**src/rtl/ct_spsram_4096x128_ctrl.sv**
```systemverilog
// ---------------------------------------------------------------------------
// ct_spsram_4096x128_ctrl
//
// Initiator-side controller for the 4096x128 single-port SRAM wrapper.
// Turns a valid/ready request stream into the SRAM's active-low
// CEN/GWEN/WEN protocol. Read data is captured one cycle after the access
// and returned through a 2-entry response FIFO. After reset the whole
// array is optionally zero-filled before requests are accepted.
//
// Ports:
//   CLK, RST            clock, synchronous active-high reset
//   req_vld/req_rdy     request handshake
//   req_wr              1 = write, 0 = read
//   req_addr            word address
//   req_wdata, req_be   write data and active-high byte enables
//   rsp_vld/rsp_rdy     read response handshake
//   rsp_rdata           read response data (head of the response FIFO)
//   init_done           array fill complete, port usable
//   A, CEN, GWEN, WEN, D  SRAM address / controls (active-low) / write data
//   Q                   SRAM read data, valid the cycle after a read access
// ---------------------------------------------------------------------------
module ct_spsram_4096x128_ctrl #(
    parameter int ADDR_WIDTH = 12,
    parameter int DATA_WIDTH = 128,
    parameter int BE_WIDTH   = 16,
    parameter int RSP_DEPTH  = 2,
    parameter bit INIT_EN    = 1'b1
) (
    input  logic                  CLK,
    input  logic                  RST,
    input  logic                  req_vld,
    output logic                  req_rdy,
    input  logic                  req_wr,
    input  logic [ADDR_WIDTH-1:0] req_addr,
    input  logic [DATA_WIDTH-1:0] req_wdata,
    input  logic [BE_WIDTH-1:0]   req_be,
    output logic                  rsp_vld,
    input  logic                  rsp_rdy,
    output logic [DATA_WIDTH-1:0] rsp_rdata,
    output logic                  init_done,
    output logic [ADDR_WIDTH-1:0] A,
    output logic                  CEN,
    output logic                  GWEN,
    output logic [DATA_WIDTH-1:0] WEN,
    output logic [DATA_WIDTH-1:0] D,
    input  logic [DATA_WIDTH-1:0] Q
);

    typedef enum logic {ST_INIT = 1'b0, ST_RUN = 1'b1} state_t;

    state_t                r_state;
    state_t                w_state_nxt;
    logic [ADDR_WIDTH-1:0] r_init_cnt;

    // Reset dominates combinationally so the reset cycle itself shows the
    // idle drive and no handshakes, whatever state was left behind.
    logic w_run;
    logic w_init;
    logic w_acc;
    logic w_push;
    logic w_pop;
    logic [2:0] w_occ;
    logic [2:0] w_occ_nxt;

    logic                  r_rd_inflight_p1;
    logic [DATA_WIDTH-1:0] r_fifo_mem [RSP_DEPTH];
    logic                  r_wptr;
    logic                  r_rptr;
    logic [1:0]            r_count;

    assign w_run  = (r_state == ST_RUN)  & ~RST;
    assign w_init = (r_state == ST_INIT) & ~RST;

    // ---------------- FSM: state register ----------------
    always_ff @(posedge CLK) begin
        if (RST) begin
            r_state    <= INIT_EN ? ST_INIT : ST_RUN;
            r_init_cnt <= '0;
        end else begin
            r_state <= w_state_nxt;
            if (r_state == ST_INIT) begin
                r_init_cnt <= r_init_cnt + 1'b1;
            end
        end
    end

    // ---------------- FSM: next state ----------------
    always_comb begin
        w_state_nxt = r_state;
        if ((r_state == ST_INIT) && (r_init_cnt == {ADDR_WIDTH{1'b1}})) begin
            w_state_nxt = ST_RUN;
        end
    end

    // Credit check counts the read still in flight to the FIFO, and lets a
    // same-cycle pop free a slot (intentional rsp_rdy -> req_rdy path).
    assign w_pop     = rsp_vld & rsp_rdy;
    assign w_push    = r_rd_inflight_p1;
    assign w_occ     = {1'b0, r_count} + {2'b00, r_rd_inflight_p1};
    assign w_occ_nxt = w_occ - {2'b00, w_pop};
    assign req_rdy   = w_run & (w_occ_nxt < 3'(RSP_DEPTH));
    assign w_acc     = req_vld & req_rdy;
    assign init_done = w_run;

    // ---------------- FSM: outputs / SRAM drive ----------------
    always_comb begin
        CEN  = 1'b1;
        GWEN = 1'b1;
        WEN  = '1;
        A    = '0;
        D    = '0;
        if (w_init) begin
            CEN  = 1'b0;
            GWEN = 1'b0;
            WEN  = '0;
            A    = r_init_cnt;
        end else if (w_run) begin
            CEN  = ~w_acc;
            GWEN = ~(w_acc & req_wr);
            A    = req_addr;
            D    = req_wdata;
            if (w_acc && req_wr) begin
                for (int k = 0; k < BE_WIDTH; k++) begin
                    WEN[8*k +: 8] = {8{~req_be[k]}};
                end
            end
        end
    end

    // ---------------- Stage p1: read in flight, Q capture ----------------
    always_ff @(posedge CLK) begin
        if (RST) begin
            r_rd_inflight_p1 <= 1'b0;
            r_wptr           <= 1'b0;
            r_rptr           <= 1'b0;
            r_count          <= 2'd0;
        end else begin
            r_rd_inflight_p1 <= w_acc & ~req_wr;
            if (w_push) begin
                r_wptr <= ~r_wptr;
            end
            if (w_pop) begin
                r_rptr <= ~r_rptr;
            end
            r_count <= r_count + {1'b0, w_push} - {1'b0, w_pop};
        end
    end

    always_ff @(posedge CLK) begin
        if (w_push) begin
            r_fifo_mem[r_wptr] <= Q;
        end
    end

    // ---------------- Stage p2: response head ----------------
    assign rsp_vld   = (r_count != 2'd0) & ~RST;
    assign rsp_rdata = rsp_vld ? r_fifo_mem[r_rptr] : '0;

    // The credit rule must make a push into a full FIFO without a pop impossible.
    a_no_overflow: assert property (@(posedge CLK) disable iff (RST)
        !(w_push && !w_pop && (r_count == 2'(RSP_DEPTH))));

endmodule
```
**config.mk**
```make
export PLATFORM = sky130hd
export DESIGN_NAME = ct_spsram_4096x128_ctrl
export DESIGN_NICKNAME = d
export VERILOG_FILES = /design/src/rtl/ct_spsram_4096x128_ctrl.sv
export SDC_FILE = /design/constraint.sdc
export NUM_CORES = 1
export LEC_CHECK = 0
export BUFFER_PORTS_ARGS = -buffer_cell sky130_fd_sc_hd__buf_2
export CORE_AREA = 3 3 271 273
export CTS_CLUSTER_SIZE = 20
export DETAILED_ROUTE_END_ITERATION = 7
export DIE_AREA = 0 0 274 276
export PLACE_DENSITY = 0.5
export SYNTH_ARGS = -nofsm -noshare
export SYNTH_HDL_FRONTEND = slang
export SYNTH_SLANG_ARGS = --single-unit
```
**constraint.sdc**
```tcl
create_clock -name CLK -period 13.24 [get_ports CLK]
set_input_delay 1.986 -clock CLK [delete_from_list [all_inputs] [get_ports CLK]]
set_output_delay 1.986 -clock CLK [all_outputs]
set_load 0.005 [all_outputs]
```
==> flow_summary.toml, run 1 <==
[yosys]
synth.area.top_cells = "edfxtp_1, mux2i_1, buf_4"
synthXorXnorAreaFrac_pct = 0.421
yosysSeqAreaShare_pct = 64.7
syn_area_per_cell_um2 = 13.3
synth_nets = 1234
synth.distinct_cells = 34
synth.cells.most_frequent = "edfxtp_1, nor2_1, mux2i_1"
synth_top_family_by_area = "simple AND/OR/NAND/NOR gates"
synth_edf_count = 256
synth_cells = 941
synth_seq_cells = 275
synthArstFlopShare_pct = 0
synthSimpleGateAreaFrac_pct = 12.7
synth_compound_area_share_pct = 1.46
synth.most_common_cell = "edfxtp_1"
ys_warn_count = 0
ys.flop_type = "edfxtp_1"
synth_top_area_share_pct = 61.6
syn-cell-area_um2 = 12500
yosysTopAreaCell = "edfxtp_1"
synthAdderAreaFrac_pct = 0.461
synth_mux_area_share_pct = 11.4

[clock_network]
htreeDepth = 1
cts_hold_buf = 0
clk_pin_slew_ns = 0.06
cts_setup_buffers = 0
cts_made_buffers = 31
clkSinkCount = 275
insertion_delay_ns = 0.59
cts_tree = "built"
cts_root_buffer = "clkbuf_16"
cts_buffer_depth = 3
post_cts_resized = 0

[route]
antenna_left = 0
maxUsedRoutingLayer = "met5"
drt-vias-per-instance = 3.83
post-route-drc-count = 0
drtIter0Drc = 427
totalWireLength_um = 60100
vias = 9592
firstDrtPassIters = 4
wl_met3_um = 5650
dr_wl_met2_um = 30100
wl_per_cell_um = 24.0
wl_met1_um = 21200

[setup_path]
rr_worst_depth = 9
endpoint_kind = "output pin"
worstSetupPathType = "primary input to output pin"
startpoint_type = "primary input"
cp_max_fo = 41
worstPathArrival_ns = 6.00
required_ns = 11.25

[power_and_ir_drop]
finalPower_mw = 1.90
irDropWorstVdd_uv = 89.6
p_leak_nw = 7.25
powerDensity_nw_per_um2 = 110

[layout]
layoutNonFillerInstCount = 2503
multi_input_area_um2 = 3320
syn2layout_area_growth_pct = 37.9
fillCellCount = 7761
drive_gt1_share_pct = 49.2
utilization_pct = 24.1
layout.nets = 1800
seq_area_um2 = 8070

[floorplan]
die_h_um = 276
die_w_um = 274
coreArea_um2 = 71400
fp.dieArea_um2 = 75600
rows = 98
start_util_pct = 17.5
pin_count = 690

[flow_run]
maxCapViolCount = 0

[min_path]
whs_path_depth = 2
hold_class = "flop to flop"

[place]
routabilityCongestion = 0.947
post-dp-hpwl_um = 49000
dp_cells = 2424
portBuffers = 689

[sta]
period_minus_slack_ns = 7.99
skew_ns = 0.0122
finalHoldViolations = 0
fin_setup_tns_ns = 0
fmax_mhz = 125
fin_crit_sh_pct = 60.3
rsz0062_at_grt = "false"
worst_pin_slew_ns = 1.14
relSlewSlack_pct = 24.0
setup_viol = 0
slew_viol_final = 0

[global_route]
grtUsageTotal_pct = 15.0
grt_start_max_net_pins = 129
grt_pass1_vias = 9721
antenna_found_initial = 71
grt-ovfl-total = 0
grt_pass1_wl_um = 79600

[status]
outcome = "finished clean"
-- layer usage --
metal | vias to the layer above | global-route usage, %
li1 | 4322 | -
met1 | 4596 | 15.6
met2 | 509 | 26.7
met3 | 151 | 5.16
met4 | 14 | 7.30
met5 | - | 0
-- path summary, 6_finish.rpt --
kind	endpoint	startpoint	slack, ns
worst max-delay path	WEN[7]	RST	5.25
worst min-delay path	r_init_cnt[9]	r_init_cnt[9]	0.51
worst max register to register	r_rd_inflight_p1	r_count[1]	10.61
worst min register to register	r_init_cnt[9]	r_init_cnt[9]	0.51
-- flip-flops by register name, summed over array words and instances, names as in the netlist, named ones only --
signal            count
r_rd_inflight_p1      1
r_wptr                1
r_rptr                1
r_init_cnt           12
r_state               1
r_count               2
r_fifo_mem          256
-- kinds of logic (layout without fill, tap and decap cells) --
| family | after synthesis | in the layout |
|---|---|---|
| buffers and inverters | 173 | 764 |
| DFF | 275 | 275 |
| adders and majority gates | 4 | 4 |
| xor gates and xnor gates | 6 | 6 |
| other | 0 | 21 |
| and+or+nand+nor | 307 | 307 |
| AOI/OAI and AO/OA | 34 | 34 |
| muxes | 142 | 142 |
-- stage by stage --
stage / hold WS [ns] / cell area [um2] / setup WS [ns]
finish: 0.506 / 17200 / 5.25
global route: 0.558 / 17200 / 4.84
CTS: 0.508 / 17100 / 4.95
detailed placement: 0.500 / 16100 / 4.95
global placement: 0.488 / 16100 / 5.02
floorplan: 0.464 / 12500 / 6.21
-- worst max-delay path, stage by stage --
cell      delay [ns]
buf_2           0.48
o21bai_4        0.24
buf_4           0.43
nor2_1          0.09
ha_1            0.30
inv_1           0.04
ha_1            0.19
fa_1            0.50
nor3b_1         0.19
and4b_1         0.78
a21oi_1         0.50
buf_2           0.26
-- final cells by class --
cell class / instances / share of cell area (%)
Antenna cell: 21 / 0.306
Sequential cell: 275 / 46.9
Timing Repair Buffer: 697 / 20.5
Inverter: 9 / 0.204
Multi-Input combinational cell: 493 / 19.3
Tap cell: 950 / 6.91
Clock inverter: 20 / 1.22
Clock buffer: 38 / 4.66
-- power by group --
part | switching (mW) | total [mW] | internal [mW] | leakage (nW)
Clock | 0.365 | 0.859 | 0.494 | 0.495
Combinational | 0.0405 | 0.0861 | 0.0456 | 4.30
Sequential | 0.00139 | 0.950 | 0.949 | 2.45
-- placed cells by master (no fill, tap or decap), drive strengths merged, types with 2 or more instances in the layout --
cell	synthesis	routed
or3	3	3
edfxtp	256	256
diode	0	21
o31ai	4	4
xor2	3	3
mux2i	142	142
o21ai	4	4
nand3	2	2
dfxtp	19	19
clkinv	0	12
nor2b	4	4
buf	141	697
inv	9	13
nand2	2	2
or4	5	5
nand2b	2	2
ha	3	3
and2	129	129
nand4b	2	2
bufinv	0	3
xnor2	3	3
nor2	150	150
a21oi	25	25
clkbuf	23	38
Power figures use the tool's default switching activity.
==> inputs of run 2 (changes only) <==
--- a/config.mk
+++ b/config.mk
@@ -6,11 +6,11 @@
 export NUM_CORES = 1
 export LEC_CHECK = 0
 export BUFFER_PORTS_ARGS = -buffer_cell sky130_fd_sc_hd__buf_2
-export CORE_AREA = 3 3 271 273
+export CORE_AREA = 3 3 264 266
 export CTS_CLUSTER_SIZE = 20
 export DETAILED_ROUTE_END_ITERATION = 7
-export DIE_AREA = 0 0 274 276
-export PLACE_DENSITY = 0.5
+export DIE_AREA = 0 0 267 269
+export PLACE_DENSITY = 0.52
 export SYNTH_ARGS = -nofsm -noshare
 export SYNTH_HDL_FRONTEND = slang
 export SYNTH_SLANG_ARGS = --single-unit
==> constraint.sdc (replaced) <==
create_clock -name CLK -period 7.45 [get_ports CLK]
set_input_delay 1.1175 -clock CLK [delete_from_list [all_inputs] [get_ports CLK]]
set_output_delay 1.1175 -clock CLK [all_outputs]
set_load 0.005 [all_outputs]
==> flow_summary.toml, run 2 (synthesis gave the netlist of run 1 again) <==
[global_route]
grt_start_max_net_pins = 110
antenna_found_initial = 78
grt_pass1_vias = 9648
grt-ovfl-total = 0
grtUsageTotal_pct = 15.4
grt_pass1_wl_um = 76500

[flow_run]
maxCapViolCount = 0

[sta]
finalHoldViolations = 0
worst_pin_slew_ns = 1.06
skew_ns = 0.0227
fin_setup_tns_ns = 0
whs_ns = 0.509
period_minus_slack_ns = 5.71
fmax_mhz = 175
relSlewSlack_pct = 29.3
fin_crit_sh_pct = 76.7
setup_viol = 0
slew_viol_final = 0
rsz0062_at_grt = "false"

[status]
outcome = "finished clean"

[layout]
fillCellCount = 7237
layout.nets = 1800
syn2layout_area_growth_pct = 37.7
largest_reg_flops = 256
final_common_cell = "buf_2"
layout_common_cells = "buf_2, edfxtp_1, nor2_1, mux2i_1, and2_1"
drive_gt1_share_pct = 49.4
top_register = "r_fifo_mem"
reg_top3 = "r_fifo_mem (256), r_init_cnt (12), r_count (2)"
utilization_pct = 25.5

[floorplan]
pin_count = 690
start_util_pct = 18.5
die_w_um = 267
die_h_um = 269
fp.dieArea_um2 = 71800
coreArea_um2 = 67300
rows = 95

[setup_path]
worstSetupPathType = "primary input to output pin"
required_ns = 6.33
startpoint_type = "primary input"
worstPathArrival_ns = 4.59
cp_max_fo = 35
endpoint_kind = "output pin"

[clock_network]
cts_setup_buffers = 0
clkSinkCount = 275
post_cts_resized = 0
cts_root_buffer = "clkbuf_16"
cts_tree = "built"
insertion_delay_ns = 0.59
clk_pin_slew_ns = 0.07
cts_buffer_depth = 3
cts_made_buffers = 30
htreeDepth = 1
cts_hold_buf = 0

[route]
wl_per_cell_um = 24.8
antenna_left = 0
drtIter0Drc = 512
drt-vias-per-instance = 3.94
post-route-drc-count = 0
firstDrtPassIters = 5
totalWireLength_um = 60200
vias = 9573

[min_path]
hold_class = "flop to flop"

[place]
routabilityCongestion = 0.911
post-dp-hpwl_um = 49500
portBuffers = 689

[power_and_ir_drop]
irDropWorstVdd_uv = 173
powerDensity_nw_per_um2 = 201
p_leak_nw = 7.27
-- run 2: path summary, 6_finish.rpt --
kind / start / endpoint / slack [ns] / depth (start not counted)
worst max register to register: r_rd_inflight_p1 / r_fifo_mem[0][101] / 5.10 / 2
worst min-delay path: r_init_cnt[10] / r_init_cnt[10] / 0.51 / 2
worst min register to register: r_init_cnt[10] / r_init_cnt[10] / 0.51 / 2
worst max-delay path: RST / WEN[5] / 1.74 / 11
-- run 2: stage by stage --
stage / instance area, um2 / setup slack, ns / power [mW] / std cells
after floorplan: 12500 / 0.818 / 1.79 / 941
after global placement: 16000 / 1.76 / 1.87 / 2348
after detailed placement: 16000 / 1.66 / 1.88 / 2348
after CTS: 17100 / 1.64 / 3.51 / 2404
after global routing: 17100 / 1.55 / 3.58 / 2416
final: 17200 / 1.74 / 3.46 / 2429
-- run 2: final cells by class --
cell class	instances	area [um2]	area share (%)
tap	873	1090	6.36
timing repair buffer	698	3520	20.5
inverter	9	35.0	0.204
clock buffer	32	758	4.41
clock inverter	24	322	1.87
antenna	25	62.6	0.364
sequential	275	8070	47.0
multi-input combinational	493	3320	19.3
-- run 2: per-layer routing --
metal	up-vias	track usage [%]	routed length [um]
met1	4562	15.4	19900
met4	22	8.40	3870
met5	-	0	141
met2	522	27.6	29900
li1	4323	-	-
met3	144	6.13	6400
-- run 2: where the power goes --
part	switching, mW	internal, mW	leakage, nW
sequential	0.00257	1.69	2.45
clock	0.657	0.957	0.510
combinational	0.0719	0.0810	4.30
total	0.731	2.72	7.27
-- run 2: critical path: stages --
cell and delay, ns:
buf_2 0.47, o21bai_4 0.24, nor2_1 0.07, ha_1 0.29, inv_1 0.05, ha_1 0.19
fa_1 0.50, nor3b_1 0.19, and4b_1 0.75, a21oi_1 0.47, buf_2 0.25
